### config.mk
export PLATFORM = sky130hd
export DESIGN_NAME = multicycle_ctrl_fsm
export DESIGN_NICKNAME = d
export VERILOG_FILES = /design/src/rtl/cpu_defs_pkg.sv /design/src/rtl/multicycle_ctrl_fsm_alu_op_decode.sv /design/src/rtl/multicycle_ctrl_fsm.sv
export SDC_FILE = /design/constraint.sdc
export NUM_CORES = 1
export LEC_CHECK = 0
export CAP_MARGIN = 30
export CORE_MARGIN = 2
export CORE_UTILIZATION = 39
export DETAILED_ROUTE_END_ITERATION = 6
export PLACE_DENSITY = 0.8
export SETUP_SLACK_MARGIN = 0.4
export SLEW_MARGIN = 20
export SYNTH_ARGS = -nofsm -noshare
export SYNTH_HDL_FRONTEND = slang
export SYNTH_SLANG_ARGS = --single-unit
### constraint.sdc
create_clock -name CLK -period 4.39 [get_ports CLK]
set_input_delay 0.439 -clock CLK [delete_from_list [all_inputs] [get_ports CLK]]
set_output_delay 0.439 -clock CLK [all_outputs]
set_load 0.05 [all_outputs]
### src/rtl/cpu_defs_pkg.sv
// Shared multi-cycle CPU definitions: opcodes, functs, control FSM state encoding,
// ALU operation codes and ALU operand select codes.
package cpu_defs_pkg;

  localparam logic [5:0] OP_RTYPE = 6'h00;
  localparam logic [5:0] OP_J     = 6'h02;
  localparam logic [5:0] OP_BEQ   = 6'h04;
  localparam logic [5:0] OP_BNE   = 6'h05;
  localparam logic [5:0] OP_ADDI  = 6'h08;
  localparam logic [5:0] OP_ORI   = 6'h0D;
  localparam logic [5:0] OP_LW    = 6'h23;
  localparam logic [5:0] OP_SW    = 6'h2B;

  localparam logic [5:0] FN_ADD = 6'h20;
  localparam logic [5:0] FN_SUB = 6'h22;
  localparam logic [5:0] FN_AND = 6'h24;
  localparam logic [5:0] FN_OR  = 6'h25;
  localparam logic [5:0] FN_SLT = 6'h2A;

  typedef enum logic [3:0] {
    S_IF       = 4'd0,
    S_ID       = 4'd1,
    S_EXE_R    = 4'd2,
    S_EXE_I    = 4'd3,
    S_EXE_ADDR = 4'd4,
    S_MEM_RD   = 4'd5,
    S_MEM_WR   = 4'd6,
    S_WB_ALU   = 4'd7,
    S_WB_MEM   = 4'd8,
    S_BR       = 4'd9,
    S_JMP      = 4'd10,
    S_HALT     = 4'd11
  } state_e;

  typedef enum logic [2:0] {
    ALU_ADD = 3'd0,
    ALU_SUB = 3'd1,
    ALU_AND = 3'd2,
    ALU_OR  = 3'd3,
    ALU_SLT = 3'd4
  } alu_op_e;

  localparam logic [1:0] SRCA_PC   = 2'd0;
  localparam logic [1:0] SRCA_RS   = 2'd1;
  localparam logic [1:0] SRCA_ZERO = 2'd2;

  localparam logic [1:0] SRCB_RT      = 2'd0;
  localparam logic [1:0] SRCB_IMM     = 2'd1;
  localparam logic [1:0] SRCB_BR_OFS  = 2'd2;
  localparam logic [1:0] SRCB_JTARGET = 2'd3;

  function automatic logic funct_is_legal(input logic [5:0] funct);
    case (funct)
      FN_ADD, FN_SUB, FN_AND, FN_OR, FN_SLT: return 1'b1;
      default:                               return 1'b0;
    endcase
  endfunction

  function automatic alu_op_e funct_to_alu_op(input logic [5:0] funct);
    case (funct)
      FN_ADD:  return ALU_ADD;
      FN_SUB:  return ALU_SUB;
      FN_AND:  return ALU_AND;
      FN_OR:   return ALU_OR;
      FN_SLT:  return ALU_SLT;
      default: return ALU_ADD;
    endcase
  endfunction

endpackage

### src/rtl/multicycle_ctrl_fsm_alu_op_decode.sv
// ALU operation and immediate-extension decode for the multi-cycle control FSM.
module alu_op_decode
  import cpu_defs_pkg::*;
(
  input  state_e     state_i,
  input  logic [5:0] opcode_i,
  input  logic [5:0] funct_i,
  output logic [2:0] alu_op_o,
  output logic       ext_sel_o
);

  // ALU op / extension select per state; ID precomputes the branch target with a signed offset
  always_comb begin
    alu_op_o  = ALU_ADD;
    ext_sel_o = 1'b0;
    case (state_i)
      S_ID, S_EXE_ADDR: begin
        alu_op_o  = ALU_ADD;
        ext_sel_o = 1'b1;
      end
      S_EXE_R: begin
        alu_op_o  = funct_to_alu_op(funct_i);
        ext_sel_o = 1'b0;
      end
      S_EXE_I: begin
        if (opcode_i == OP_ORI) begin
          alu_op_o  = ALU_OR;
          ext_sel_o = 1'b0;
        end else begin
          alu_op_o  = ALU_ADD;
          ext_sel_o = 1'b1;
        end
      end
      S_BR: begin
        alu_op_o  = ALU_SUB;
        ext_sel_o = 1'b0;
      end
      default: begin
        alu_op_o  = ALU_ADD;
        ext_sel_o = 1'b0;
      end
    endcase
  end

endmodule

### src/rtl/multicycle_ctrl_fsm.sv
// Main control FSM of the multi-cycle CPU: sequences IF/ID/EXE/MEM/WB and drives
// the PC write enable, PC source select and every datapath enable.
module multicycle_ctrl_fsm
  import cpu_defs_pkg::*;
#(
  parameter logic [5:0]  HALT_OP = 6'b111111,
  parameter int unsigned STATE_W = 4
)(
  input  logic               CLK,
  input  logic               Reset,
  input  logic [5:0]         Opcode,
  input  logic [5:0]         Funct,
  input  logic               Zero,
  output logic               PCWr,
  output logic               PCSrc,
  output logic               IRWr,
  output logic               MemRd,
  output logic               MemWr,
  output logic               RegWr,
  output logic               RegDst,
  output logic               MemToReg,
  output logic [1:0]         ALUSrcA,
  output logic [1:0]         ALUSrcB,
  output logic               ExtSel,
  output logic [2:0]         ALUOp,
  output logic [STATE_W-1:0] State
);

  state_e state_q;
  state_e state_d;

  assign State = STATE_W'(state_q);

  // State register; Reset forces IF immediately so outputs take fetch values at once
  always_ff @(posedge CLK or posedge Reset) begin
    if (Reset) begin
      state_q <= S_IF;
    end else begin
      state_q <= state_d;
    end
  end

  // Next-state decode
  always_comb begin
    state_d = S_IF;
    case (state_q)
      S_IF: state_d = S_ID;
      S_ID: begin
        if (Opcode == HALT_OP) begin
          state_d = S_HALT;
        end else begin
          case (Opcode)
            OP_RTYPE:        state_d = funct_is_legal(Funct) ? S_EXE_R : S_IF;
            OP_ADDI, OP_ORI: state_d = S_EXE_I;
            OP_LW, OP_SW:    state_d = S_EXE_ADDR;
            OP_BEQ, OP_BNE:  state_d = S_BR;
            OP_J:            state_d = S_JMP;
            default:         state_d = S_IF;
          endcase
        end
      end
      S_EXE_R:    state_d = S_WB_ALU;
      S_EXE_I:    state_d = S_WB_ALU;
      S_EXE_ADDR: begin
        if (Opcode == OP_SW) begin
          state_d = S_MEM_WR;
        end else begin
          state_d = S_MEM_RD;
        end
      end
      S_MEM_RD: state_d = S_WB_MEM;
      S_HALT:   state_d = S_HALT;
      default:  state_d = S_IF;
    endcase
  end

  // Moore output decode; only PCWr in BR looks at Zero
  always_comb begin
    PCWr     = 1'b0;
    PCSrc    = 1'b0;
    IRWr     = 1'b0;
    MemRd    = 1'b0;
    MemWr    = 1'b0;
    RegWr    = 1'b0;
    RegDst   = 1'b0;
    MemToReg = 1'b0;
    ALUSrcA  = SRCA_PC;
    ALUSrcB  = SRCB_RT;
    case (state_q)
      S_IF: begin
        IRWr = 1'b1;
        PCWr = 1'b1;
      end
      S_ID: begin
        if (Opcode == OP_J) begin
          ALUSrcA = SRCA_ZERO;
          ALUSrcB = SRCB_JTARGET;
        end else begin
          ALUSrcA = SRCA_PC;
          ALUSrcB = SRCB_BR_OFS;
        end
      end
      S_EXE_R: begin
        ALUSrcA = SRCA_RS;
        ALUSrcB = SRCB_RT;
      end
      S_EXE_I, S_EXE_ADDR: begin
        ALUSrcA = SRCA_RS;
        ALUSrcB = SRCB_IMM;
      end
      S_MEM_RD: MemRd = 1'b1;
      S_MEM_WR: MemWr = 1'b1;
      S_WB_ALU: begin
        RegWr  = 1'b1;
        RegDst = (Opcode == OP_RTYPE);
      end
      S_WB_MEM: begin
        RegWr    = 1'b1;
        MemToReg = 1'b1;
      end
      S_BR: begin
        ALUSrcA = SRCA_RS;
        ALUSrcB = SRCB_RT;
        PCSrc   = 1'b1;
        if (Opcode == OP_BEQ) begin
          PCWr = Zero;
        end else if (Opcode == OP_BNE) begin
          PCWr = ~Zero;
        end else begin
          PCWr = 1'b0;
        end
      end
      S_JMP: begin
        PCWr  = 1'b1;
        PCSrc = 1'b1;
      end
      default: begin
        PCWr = 1'b0;
      end
    endcase
  end

  alu_op_decode u_alu_op_decode (
    .state_i   (state_q),
    .opcode_i  (Opcode),
    .funct_i   (Funct),
    .alu_op_o  (ALUOp),
    .ext_sel_o (ExtSel)
  );

endmodule

After elaboration in Yosys (flattened, before gate mapping). Index checks and enable logic that the tools add are counted.

Shift-type cells: 0. Reduce and logical (&&, ||, !) cells: 13. Muxes and demuxes: 28. Equality and inequality tests: 24. Multiply operators: 0. $add $sub $neg: 0. Div/mod/pow operators: 0. Magnitude comparators: 0. Bitwise logic cells: 1.

Operator list (number): $eq A6 B6 Y1 const B (8); $pmux W4 S6 (1); $pmux W4 S5 (1); $reduce_or A2 Y1 (9); $eq A4 B3 Y1 const B (4); $eq A4 B4 Y1 const B (4); $mux W1 (15); $eq A6 B3 Y1 const B (2); $eq A6 B4 Y1 const B (2); $pmux W3 S4 (1); $pmux W3 S3 (1); $eq A4 B2 Y1 const B (2); $mux W2 (4); $pmux W2 S2 (2); $eq A6 B2 Y1 const B (1); $logic_not A6 Y1 (1); $reduce_or A5 Y1 (1); $eq A4 B1 Y1 const B (1); $logic_not A4 Y1 (1); $mux W4 (1); $pmux W1 S2 (2); $reduce_or A4 Y1 (1); $not A1 Y1 (1).

Input bits: 15. Latch bits: 0. Bits in writable memories: 0. Memory bits (read-only): 0. Word-level logic and storage cells: 67. Output and inout bits: 20. Memories kept: 0. Register bits: 4.

Longest topological paths before layout.
Depth in word-level cells: 10. Depth in mapped cells: 5.

Cells and area by module. From an unflattened synthesis, not the netlist that was laid out.

Cell total of the unflattened synthesis: 93. Area total of the unflattened synthesis: 670.6 sq um.

Modules (own cells, without submodules): multicycle_ctrl_fsm (cells each 72, area an instance 524.3 sq um, times used 1, sequential area each 100.1 sq um); alu_op_decode (cells each 21, area an instance 146.4 sq um, times used 1, sequential area each 0.0 sq um).

Worst setup path before layout. Ideal clock, no wire load.

Path type: flip-flop to output port. From: reg state_q[0], in the netlist State[0]. To: out ALUOp[1]. Setup slack: 1085 ps. Buffers on the path: 1. Data required time: 3951 ps. Data arrival time: 2866 ps. Cell stages (with the launch flop): 5. Cell sequence: dfrtp_1 clkbuf_1 nor4b_1 a22oi_1 nor4b_1.

Word-level cells in the longest chain between the ends: 2. Elaborated cells between the ends (all ways): 4. Those cells by class: eq/ne (3); mux (1).

Ends and longest elaborated chain: start: declaration (RTL line multicycle_ctrl_fsm.sv:29) `state_e state_q;`; start signal: assignment (RTL line multicycle_ctrl_fsm.sv:39) `state_q <= state_d;`; $eq A4 B4 Y1, or another cell as far along (RTL line multicycle_ctrl_fsm_alu_op_decode.sv:16) `case (state_i)`; $pmux W3 S3 * (RTL line multicycle_ctrl_fsm_alu_op_decode.sv:16); end: declaration (RTL line multicycle_ctrl_fsm.sv:25) `output logic [2:0] ALUOp,`.

Every way passes the cells marked *; elsewhere a longest branch is shown, timed or not.

Final worst setup path.
From: in Opcode[1]. To: out ALUOp[1].

Word-level cells in the longest chain between the ends: 3.

Ends and longest elaborated chain: start: declaration (RTL line multicycle_ctrl_fsm.sv:11) `input logic [5:0] Opcode,`; $eq A6 B4 Y1 (RTL line multicycle_ctrl_fsm_alu_op_decode.sv:26) `if (opcode_i == OP_ORI) begin`; $mux W2 (RTL line multicycle_ctrl_fsm_alu_op_decode.sv:26); $pmux W3 S3 (RTL line multicycle_ctrl_fsm_alu_op_decode.sv:16).

Every way passes these cells.

==> qor.yml <==
crit_top_cell: "clkdlybuf4s50_1"
cp-end-kind: "output port"
overflow: 0
slowest_delay_ns: 0.86
cp-start-kind: "primary input"
num_rows: 14
first_pass_iters: 4
fp.dieW_um: 44.89
nets: 139
layout.cells.non_filler: 138
dp.cells: 135
grt_usage_pct: 20.13
largest_register_ffs: 4
synth_common_cells: "a21oi_1, nor2_1, nand2b_1, nor2b_1, clkbuf_1"
cts_sinks: 4
path_buf_inv: 2
cts_resized: 0
drc_errors: 0
avgSynthCellArea_um2: 7.086
finalCritPeriodShare_pct: 75.70
totalWireLength_um: 1985
num_antenna_cells: 0
core_area_um2: 1541
drv_slew: 0
syn_area_um2: 651.9
start_util_pct: 42.29
skew_ns: 0.009193
ys_warn_count: 0
grt_pass1_wl_um: 2953
vias: 838
path_delay_family: "buffers and inverters"
area_delta_synth_final_pct: 54.70
cts_setup_buffers: 0
crit_arrival_ns: 2.88
h-tree-depth: 1
clk_pin_slew_ns: 0.04
drt_iter0_markers: 20
synth_edf_count: 0
hold_viol: 0
synth_area_leaders: "dfrtp_1, nand2b_1, nor2b_1"
r2r_slack_ns: 2.43
p_per_area_nw_per_um2: 738.0
grt_pass1_vias: 719
fin_ws_ns: 1.067
cap_violations: 0
final_area_um2: 1008
max_slew_margin_pct: 58.07
clockRootBuffer: "clkbuf_4"
dp_hpwl_um: 1491
syn-num-nets: 107
path_cells: "clkdlybuf4s50_1 > nor3_1 > and4_1 > a22oi_1 > nor4b_1 > clkdlybuf4s50_1"
drive_gt1_share_pct: 4.098
max_freq_mhz: 300.9
tns_ns: 0
clk_path_buf_depth: 2
rsz0062_at_grt: "false"
clock_latency_ns: 0.24
hold_path.class: "in2async"
routedWlPerCell_um: 14.38
place_area_um2: 985.9
synthArstFlopShare_pct: 100.0
worst_pin_slew_ns: 0.6290
synth-main-ff-cell: "dfrtp_1"
path_class: "in2out"
critical_path_required_ns: 3.95
antenna_found_initial: 0
cts_buffers: 3
ioPinCount: 35
final_util_pct: 65.42
yosysUniqueCellTypes: 37
ant_nets: 0
die_h_um: 44.89
p_leak_nw: 0.3849
reg2reg_depth: 4
ys_ff_latch: 4
outcome: "finished, final reports clean"
seq_area_frac_synth_pct: 15.36
finalSetupViolCount: 0
syn-instance-count: 92
cp_slowest_cell: "clkdlybuf4s50_1"
grt_max_degree: 22
cp_num_cells: 6
hold_slack_ns: 0.3789
cts_tree: "built"
io_buffers: 34
total_power_mw: 0.7442
gp_congestion: 0.8525
period_needed_ns: 3.323
vdd_drop_max_uv: 437.6
place_ws_ns: 1.136
ctsHoldBuffers: 0
worst-path-max-fanout: 5
yosysTopAreaCell: "dfrtp_1"
die_area_um2: 2015
synthDominantCellAreaShare_pct: 15.36
drt-vias-per-instance: 6.072
==> path summary, 6_finish.rpt <==
| path | to | startpoint |
|---|---|---|
| max | ALUOp[1] | Opcode[1] |
| min in group CLK | State[3] | State[0] |
| max reg2reg | State[1] | State[3] |
| min | State[3] | Reset |
| max in group asynchronous | State[2] | Reset |
| min reg2reg | State[3] | State[0] |
==> final cells by class <==
| cell class | instances | area [µm²] |
|---|---|---|
| Clock buffer | 3 | 22.52 |
| Fill cell | 128 | 533.0 |
| Inverter | 3 | 11.26 |
| Multi-Input combinational cell | 78 | 514.2 |
| Sequential cell | 4 | 100.1 |
| Tap cell | 16 | 20.02 |
| Timing Repair Buffer | 34 | 340.3 |
==> cell families after synthesis <==
group           synth area share, %
buf+inv                       5.757
simple gates                  46.84
mux                           3.071
xor+xnor                      4.031
compound gates                24.95
flops                         15.36
==> routing by layer <==
metal	GRT usage [%]	part of all wire, %	vias up
li1	-	-	412
met1	22.36	42	380
met2	35.94	49	40
met3	1.600	7.0	6
met4	14.12	2.3	0
met5	0	0	-
==> layout by cell type (no fill, tap or decap), types with 3 or more instances in the layout <==
master	instances
nor2b_1	7
nor2_1	8
inv_1	3
nand2b_1	7
clkbuf_4	3
dfrtp_1	4
clkdlybuf4s50_1	34
nor4b_1	3
nand4_1	3
nor3_1	4
a21o_1	3
a21oi_1	8
==> power breakdown <==
| group | switching [mW] | internal [mW] | leakage [nW] |
|---|---|---|---|
| Combinational | 0.369 | 0.207 | 0.320 |
| Sequential | 0.0691 | 0.0516 | 0.0515 |
| Clock | 0.0168 | 0.0307 | 0.0138 |
==> worst reg2reg max path, stage by stage, from the launching register on <==
cell and delay, ns:
dfrtp_1 0.60, nor4b_2 0.42, o2111ai_1 0.20, or4b_1 0.54, nand4_1 0.12
Note: power is estimated with default switching activity, not from simulation.
